**src/rtl/imm_extend_pipe_if.sv**
```systemverilog
// imm_extend_pipe_if: request/response bundle for the immediate pipe.
// master drives instr/imm_src/in_tag/in_valid and out_ready; slave is the pipe.
interface imm_extend_pipe_if #(
    parameter int XLEN  = 32,
    parameter int TAG_W = 5
);
    logic             in_valid;
    logic             in_ready;
    logic [31:0]      instr;
    logic [2:0]       imm_src;
    logic [TAG_W-1:0] in_tag;
    logic             out_valid;
    logic             out_ready;
    logic [XLEN-1:0]  imm_out;
    logic [TAG_W-1:0] out_tag;
    logic             illegal;

    modport master (
        output in_valid, instr, imm_src, in_tag, out_ready,
        input  in_ready, out_valid, imm_out, out_tag, illegal
    );

    modport slave (
        input  in_valid, instr, imm_src, in_tag, out_ready,
        output in_ready, out_valid, imm_out, out_tag, illegal
    );
endinterface

```
**src/rtl/imm_extend_pipe.sv**
```systemverilog
// imm_extend_pipe: I/S/B/U/J/Z immediate generator behind a 2-entry FIFO.
// Ports: clk, rst (sync, active-high), bus (slave: in_* push side, out_* pop side).
module imm_extend_pipe #(
    parameter int XLEN  = 32,
    parameter int TAG_W = 5
) (
    input logic              clk,
    input logic              rst,
    imm_extend_pipe_if.slave bus
);
    localparam logic [2:0] SRC_I = 3'd0;
    localparam logic [2:0] SRC_S = 3'd1;
    localparam logic [2:0] SRC_B = 3'd2;
    localparam logic [2:0] SRC_U = 3'd3;
    localparam logic [2:0] SRC_J = 3'd4;
    localparam logic [2:0] SRC_Z = 3'd5;

    generate
        if (XLEN != 32 && XLEN != 64) begin : g_bad_xlen
            $error("imm_extend_pipe: XLEN must be 32 or 64");
        end
    endgenerate

    logic [31:0]        ins_w;
    logic signed [31:0] s32_w;
    logic               ill_w;
    logic [XLEN-1:0]    imm_w;
    logic               unused_opc_w;

    assign ins_w        = bus.instr;
    assign unused_opc_w = ^ins_w[6:0];

    // Every format fits a signed 32-bit value; widening to XLEN is then
    // a plain sign extension (Z has a zero MSB so it zero-extends).
    always_comb begin
        s32_w = '0;
        ill_w = 1'b0;
        case (bus.imm_src)
            SRC_I: s32_w = {{20{ins_w[31]}}, ins_w[31:20]};
            SRC_S: s32_w = {{20{ins_w[31]}}, ins_w[31:25], ins_w[11:7]};
            SRC_B: s32_w = {{19{ins_w[31]}}, ins_w[31], ins_w[7],
                            ins_w[30:25], ins_w[11:8], 1'b0};
            SRC_U: s32_w = {ins_w[31:12], 12'b0};
            SRC_J: s32_w = {{11{ins_w[31]}}, ins_w[31], ins_w[19:12],
                            ins_w[20], ins_w[30:21], 1'b0};
            SRC_Z: s32_w = {27'b0, ins_w[19:15]};
            default: ill_w = 1'b1;
        endcase
    end

    assign imm_w = XLEN'(s32_w);

    logic [XLEN-1:0]  imm_q [2];
    logic [TAG_W-1:0] tag_q [2];
    logic [1:0]       ill_q;
    logic [1:0]       cnt_q, cnt_d;
    logic             rd_q, rd_d;
    logic             wr_q, wr_d;
    logic             push_w, pop_w;

    assign bus.in_ready  = (cnt_q != 2'd2) && !rst;
    assign bus.out_valid = (cnt_q != 2'd0);
    assign bus.imm_out   = imm_q[rd_q];
    assign bus.out_tag   = tag_q[rd_q];
    assign bus.illegal   = ill_q[rd_q];

    assign push_w = bus.in_valid && bus.in_ready;
    assign pop_w  = bus.out_valid && bus.out_ready;

    always_comb begin
        cnt_d = cnt_q;
        rd_d  = rd_q;
        wr_d  = wr_q;
        if (push_w) wr_d = ~wr_q;
        if (pop_w)  rd_d = ~rd_q;
        case ({push_w, pop_w})
            2'b10:   cnt_d = cnt_q + 2'd1;
            2'b01:   cnt_d = cnt_q - 2'd1;
            default: cnt_d = cnt_q;
        endcase
    end

    // Entries are cleared on reset so the empty head reads as zero.
    always_ff @(posedge clk) begin
        if (rst) begin
            cnt_q    <= '0;
            rd_q     <= 1'b0;
            wr_q     <= 1'b0;
            imm_q[0] <= '0;
            imm_q[1] <= '0;
            tag_q[0] <= '0;
            tag_q[1] <= '0;
            ill_q    <= '0;
        end else begin
            cnt_q <= cnt_d;
            rd_q  <= rd_d;
            wr_q  <= wr_d;
            if (push_w) begin
                imm_q[wr_q] <= imm_w;
                tag_q[wr_q] <= bus.in_tag;
                ill_q[wr_q] <= ill_w;
            end
        end
    end
endmodule

```
**src/flat_wrapper.sv**
```systemverilog
// flat-port wrapper written by rule: the top's interface ports become plain ports
module imm_extend_pipe_flat 
#(
    parameter int XLEN  = 32,
    parameter int TAG_W = 5
)
  (clk, rst, bus_in_valid, bus_instr, bus_imm_src, bus_in_tag, bus_out_ready, bus_in_ready, bus_out_valid, bus_imm_out, bus_out_tag, bus_illegal);
  imm_extend_pipe_if #(.XLEN(XLEN), .TAG_W(TAG_W)) bus_i ();
  input logic clk;
  input logic rst;
  input wire logic [$bits(bus_i.in_valid)-1:0] bus_in_valid;
  input wire logic [$bits(bus_i.instr)-1:0] bus_instr;
  input wire logic [$bits(bus_i.imm_src)-1:0] bus_imm_src;
  input wire logic [$bits(bus_i.in_tag)-1:0] bus_in_tag;
  input wire logic [$bits(bus_i.out_ready)-1:0] bus_out_ready;
  output wire logic [$bits(bus_i.in_ready)-1:0] bus_in_ready;
  output wire logic [$bits(bus_i.out_valid)-1:0] bus_out_valid;
  output wire logic [$bits(bus_i.imm_out)-1:0] bus_imm_out;
  output wire logic [$bits(bus_i.out_tag)-1:0] bus_out_tag;
  output wire logic [$bits(bus_i.illegal)-1:0] bus_illegal;
  assign bus_i.in_valid = bus_in_valid;
  assign bus_i.instr = bus_instr;
  assign bus_i.imm_src = bus_imm_src;
  assign bus_i.in_tag = bus_in_tag;
  assign bus_i.out_ready = bus_out_ready;
  assign bus_in_ready = bus_i.in_ready;
  assign bus_out_valid = bus_i.out_valid;
  assign bus_imm_out = bus_i.imm_out;
  assign bus_out_tag = bus_i.out_tag;
  assign bus_illegal = bus_i.illegal;
  imm_extend_pipe #(.XLEN(XLEN), .TAG_W(TAG_W)) u_core (.clk(clk), .rst(rst), .bus(bus_i));
endmodule
```
**config.mk**
```make
export PLATFORM = sky130hd
export DESIGN_NAME = imm_extend_pipe_flat
export DESIGN_NICKNAME = d
export VERILOG_FILES = /design/src/rtl/imm_extend_pipe_if.sv /design/src/rtl/imm_extend_pipe.sv /design/src/flat_wrapper.sv
export SDC_FILE = /design/constraint.sdc
export NUM_CORES = 1
export LEC_CHECK = 0
export CORE_ASPECT_RATIO = 0.7
export CORE_UTILIZATION = 39
export CTS_CLUSTER_SIZE = 10
export DETAILED_ROUTE_END_ITERATION = 10
export SLEW_MARGIN = 20
export SYNTH_ARGS = -nofsm -noshare
export SYNTH_HDL_FRONTEND = slang
export SYNTH_SLANG_ARGS = --single-unit
```
**constraint.sdc**
```tcl
create_clock -name clk -period 4.01 [get_ports clk]
set_input_delay 0.802 -clock clk [delete_from_list [all_inputs] [get_ports clk]]
set_output_delay 0.802 -clock clk [all_outputs]
set_load 0.02 [all_outputs]
```
==> impl_metrics.csv <==
group,metric,value,unit
timing,slew_headroom,35.94,%
finish,area_growth,31.20,%
timing,rsz0062_at_grt,"false",
clocking,cts_tree,"built",
clocking,cts-root-buf,"clkbuf_16",
timing,fin_tns_setup,0,ns
pwr,p_leak,1.916,nW
worst_setup_path,worstSetupPathType,"reg2out",
synthesis,synthMuxAreaShare,11.07,%
routing,wl,9089,um
min_path,hp-class,"reg2reg",
worst_setup_path,timing.rr.start,"u_core.cnt_q[0]$_SDFFE_PP0P_",
clocking,cts_buffer_depth,2,
routing,drc,0,
finish,post-route-util,53.12,%
timing,finalHoldViolations,0,
grt,first_global_vias,2675,
grt,grt_max_degree,38,
placement,port_buffers,76,
timing,finalSetupViolCount,0,
synthesis,syn_avg_cell_area,12.63,um2
synthesis,async_flop_share,0,%
finish,diodes,0,
clocking,clk_latency,0.34,ns
worst_setup_path,cpPeakStageDelay,0.96,ns
timing,period_share,77.22,%
timing,worst_pin_slew,0.9608,ns
timing,min_period,3.096,ns
routing,dr.pass1.iters,4,
worst_setup_path,ff2ff_setup_slack,2.15,ns
routing,routedWlPerCell,17.41,um
synthesis,synth_cell_types,39,
pwr,worst_ir_drop_vdd,0.4004,mV
worst_setup_path,reg2reg_to,"u_core.imm_q[1][14]$_SDFFCE_PN0P_",
timing,skew,0.004674,ns
routing,dr.first_iter.drc_count,194,
synthesis,ys_ff_latch,81,
pwr,power,2.805,mW
timing,timing.fmax,0.3229,GHz
grt,grt_antenna_before_repair,0,
clocking,hold_buffers,0,
worst_setup_path,crit_chain,"mux2_2, clkdlybuf4s50_1",
floorplanning,std_cell_rows,30,
clocking,cts_resized,0,
worst_setup_path,critPathLaunchType,"flip-flop",
run,drv_cap,0,
routing,routed-via-count,2763,
routing,ant_nets,0,
placement,dpl.hpwl,5864,um
clocking,htree_levels,3,
placement,gp_congestion,0.7635,
grt,grt_pass1_wl,14410,um
worst_setup_path,cp_max_fo,37,
grt,grt-ovfl-total,0,
floorplanning,start_util,40.49,%
synthesis,yosys_warnings,0,
floorplanning,die_h,86.38,um
clocking,cts_made_buffers,9,
finish,nets,434,
synthesis,synthesis.area,3966,um2
clocking,clkSlewWorstSetupHoldPaths,0.06,ns
pwr,power.density,539.0,nW/um2
floorplanning,core,9797,um2
floorplanning,ios,84,
worst_setup_path,cpMaxStageDelayCell,"dfxtp_2",
routing,avgViaCountPerCell,5.293,
synthesis,synth_top_family_by_area,"simple AND/OR/NAND/NOR gates",
synthesis,synthAdderAreaFrac,0.3155,%
timing,slew_viol_final,0,
worst_setup_path,r2r_cells,5,
synthesis,synth-xor-area-share,1.073,%
worst_setup_path,worstSetupEndpointType,"output port",
synthesis,syn_nets,359,
synthesis,ys.flop_type,"edfxtp_1",
floorplanning,die_w,122.5,um
synthesis,syn_inst,314,
finish,drive_above_1_share,19.04,%
placement,dpl-instance-area,4851,um2
clocking,cts_setup_buffers,0,
synthesis,ys_seq_area_share,59.56,%
worst_setup_path,required,3.21,ns
grt,grtUsageTotal,18.71,%
synthesis,yosys.area_share.simple,17.85,%
clocking,clock-sinks,81,
synthesis,synth_compound_area_share,6.719,%
floorplanning,fp.dieArea,10580,um2
outcome,status,"finished, final reports clean",
finish,final_area,5204,um2
synthesis,synth_edf_count,74,
worst_setup_path,endpoint,"bus_imm_out[31]",
worst_setup_path,arrival,2.29,ns
## worst min-delay path by stage
stage                                             from  depth (start not counted)                           end
after global placement    u_core.ill_q[1]$_SDFFE_PP0P_                          2  u_core.ill_q[1]$_SDFFE_PP0P_
after detailed placement  u_core.ill_q[0]$_SDFFE_PP0P_                          2  u_core.ill_q[0]$_SDFFE_PP0P_
after CTS                 u_core.ill_q[1]$_SDFFE_PP0P_                          2  u_core.ill_q[1]$_SDFFE_PP0P_
after floorplan           u_core.ill_q[1]$_SDFFE_PP0P_                          2  u_core.ill_q[1]$_SDFFE_PP0P_
final                     u_core.cnt_q[1]$_SDFFE_PP0P_                          2  u_core.cnt_q[1]$_SDFFE_PP0P_
after global routing      u_core.ill_q[1]$_SDFFE_PP0P_                          2  u_core.ill_q[1]$_SDFFE_PP0P_
## cell type report
type / count / area, um2
Clock buffer: 9 / 225.2
Clock inverter: 7 / 127.6
Fill cell: 843 / 4593
Inverter: 4 / 15.01
Multi-Input combinational cell: 206 / 1469
Sequential cell: 81 / 2364
Tap cell: 128 / 160.2
Timing Repair Buffer: 87 / 843.3
## cells in the final DEF, fill, tap and decap left out, types with 5 or more instances in the layout
cell type,instances
a32oi_1,5
edfxtp_1,74
nor4_1,7
clkdlybuf4s50_1,76
a21oi_1,32
nand2_1,17
and4b_1,8
buf_4,11
and3_1,12
mux2_2,39
nor2_1,28
clkbuf_16,9
dfxtp_1,6
and2_1,12
nor4bb_1,9
## flip-flops by register name, summed over array words and instances (netlist names), named ones only
register      cells
u_core.rd_q       1
u_core.cnt_q      2
u_core.wr_q       1
u_core.tag_q     10
u_core.ill_q      2
u_core.imm_q     64
## cells in the mapped netlist, types with 2 or more instances
cell | count | share of area (%)
a21oi_1 | 32 | 4.0
a32oi_1 | 5 | 1.1
and2_1 | 12 | 1.9
and3_1 | 12 | 1.9
and4b_1 | 8 | 2.0
buf_2 | 17 | 2.1
buf_4 | 3 | 0.57
clkbuf_1 | 2 | 0.19
dfxtp_1 | 7 | 3.5
edfxtp_1 | 74 | 56
inv_1 | 4 | 0.38
mux2_2 | 39 | 11
nand2_1 | 17 | 1.6
nand2b_1 | 2 | 0.32
nand3_2 | 2 | 0.50
nand3b_1 | 4 | 0.76
nand4_1 | 2 | 0.32
nor2_1 | 28 | 2.6
nor2b_1 | 2 | 0.32
nor3_1 | 3 | 0.38
nor3b_2 | 2 | 0.63
nor4_1 | 7 | 1.1
nor4bb_1 | 9 | 2.3
o21ai_0 | 4 | 0.50
o311ai_0 | 2 | 0.44
xnor2_1 | 2 | 0.44
## critical path, delay by kind of cell (launching register included)
kind / cells / cell delay (ns)
buffers and inverters: 1 / 0.54
DFF: 1 / 0.96
muxes: 1 / 0.44
## stage by stage
step                cells  worst slack (ns)  hold WS [ns]
CTS                   522            0.8445        0.5313
global placement      506             1.082        0.5124
detailed placement    506             1.089        0.5153
floorplan             314             1.303        0.4794
global route          522            0.7460        0.5880
finish                522            0.9135        0.5372
## power by group
part	switching, mW	internal, mW
sequential	0.0867	1.01
combinational	0.355	0.394
clock	0.342	0.616
## routing by layer
| metal | track usage [%] | vias to the layer above | share of wire, % |
|---|---|---|---|
| li1 | - | 1336 | - |
| met1 | 26.19 | 1339 | 48 |
| met2 | 28.35 | 81 | 46 |
| met3 | 5.461 | 7 | 5.6 |
| met4 | 4.989 | 0 | 0.81 |
| met5 | 0 | - | 0 |
## cells by family (layout without fill, tap and decap cells)
family / after synthesis / count (layout)
fa+ha+maj: 1 / 1
buf+inv: 27 / 107
simple gates: 116 / 116
flops: 81 / 81
mux: 39 / 39
compound gates: 46 / 46
xor+xnor: 4 / 4
Note: power is estimated with default switching activity, not from simulation.
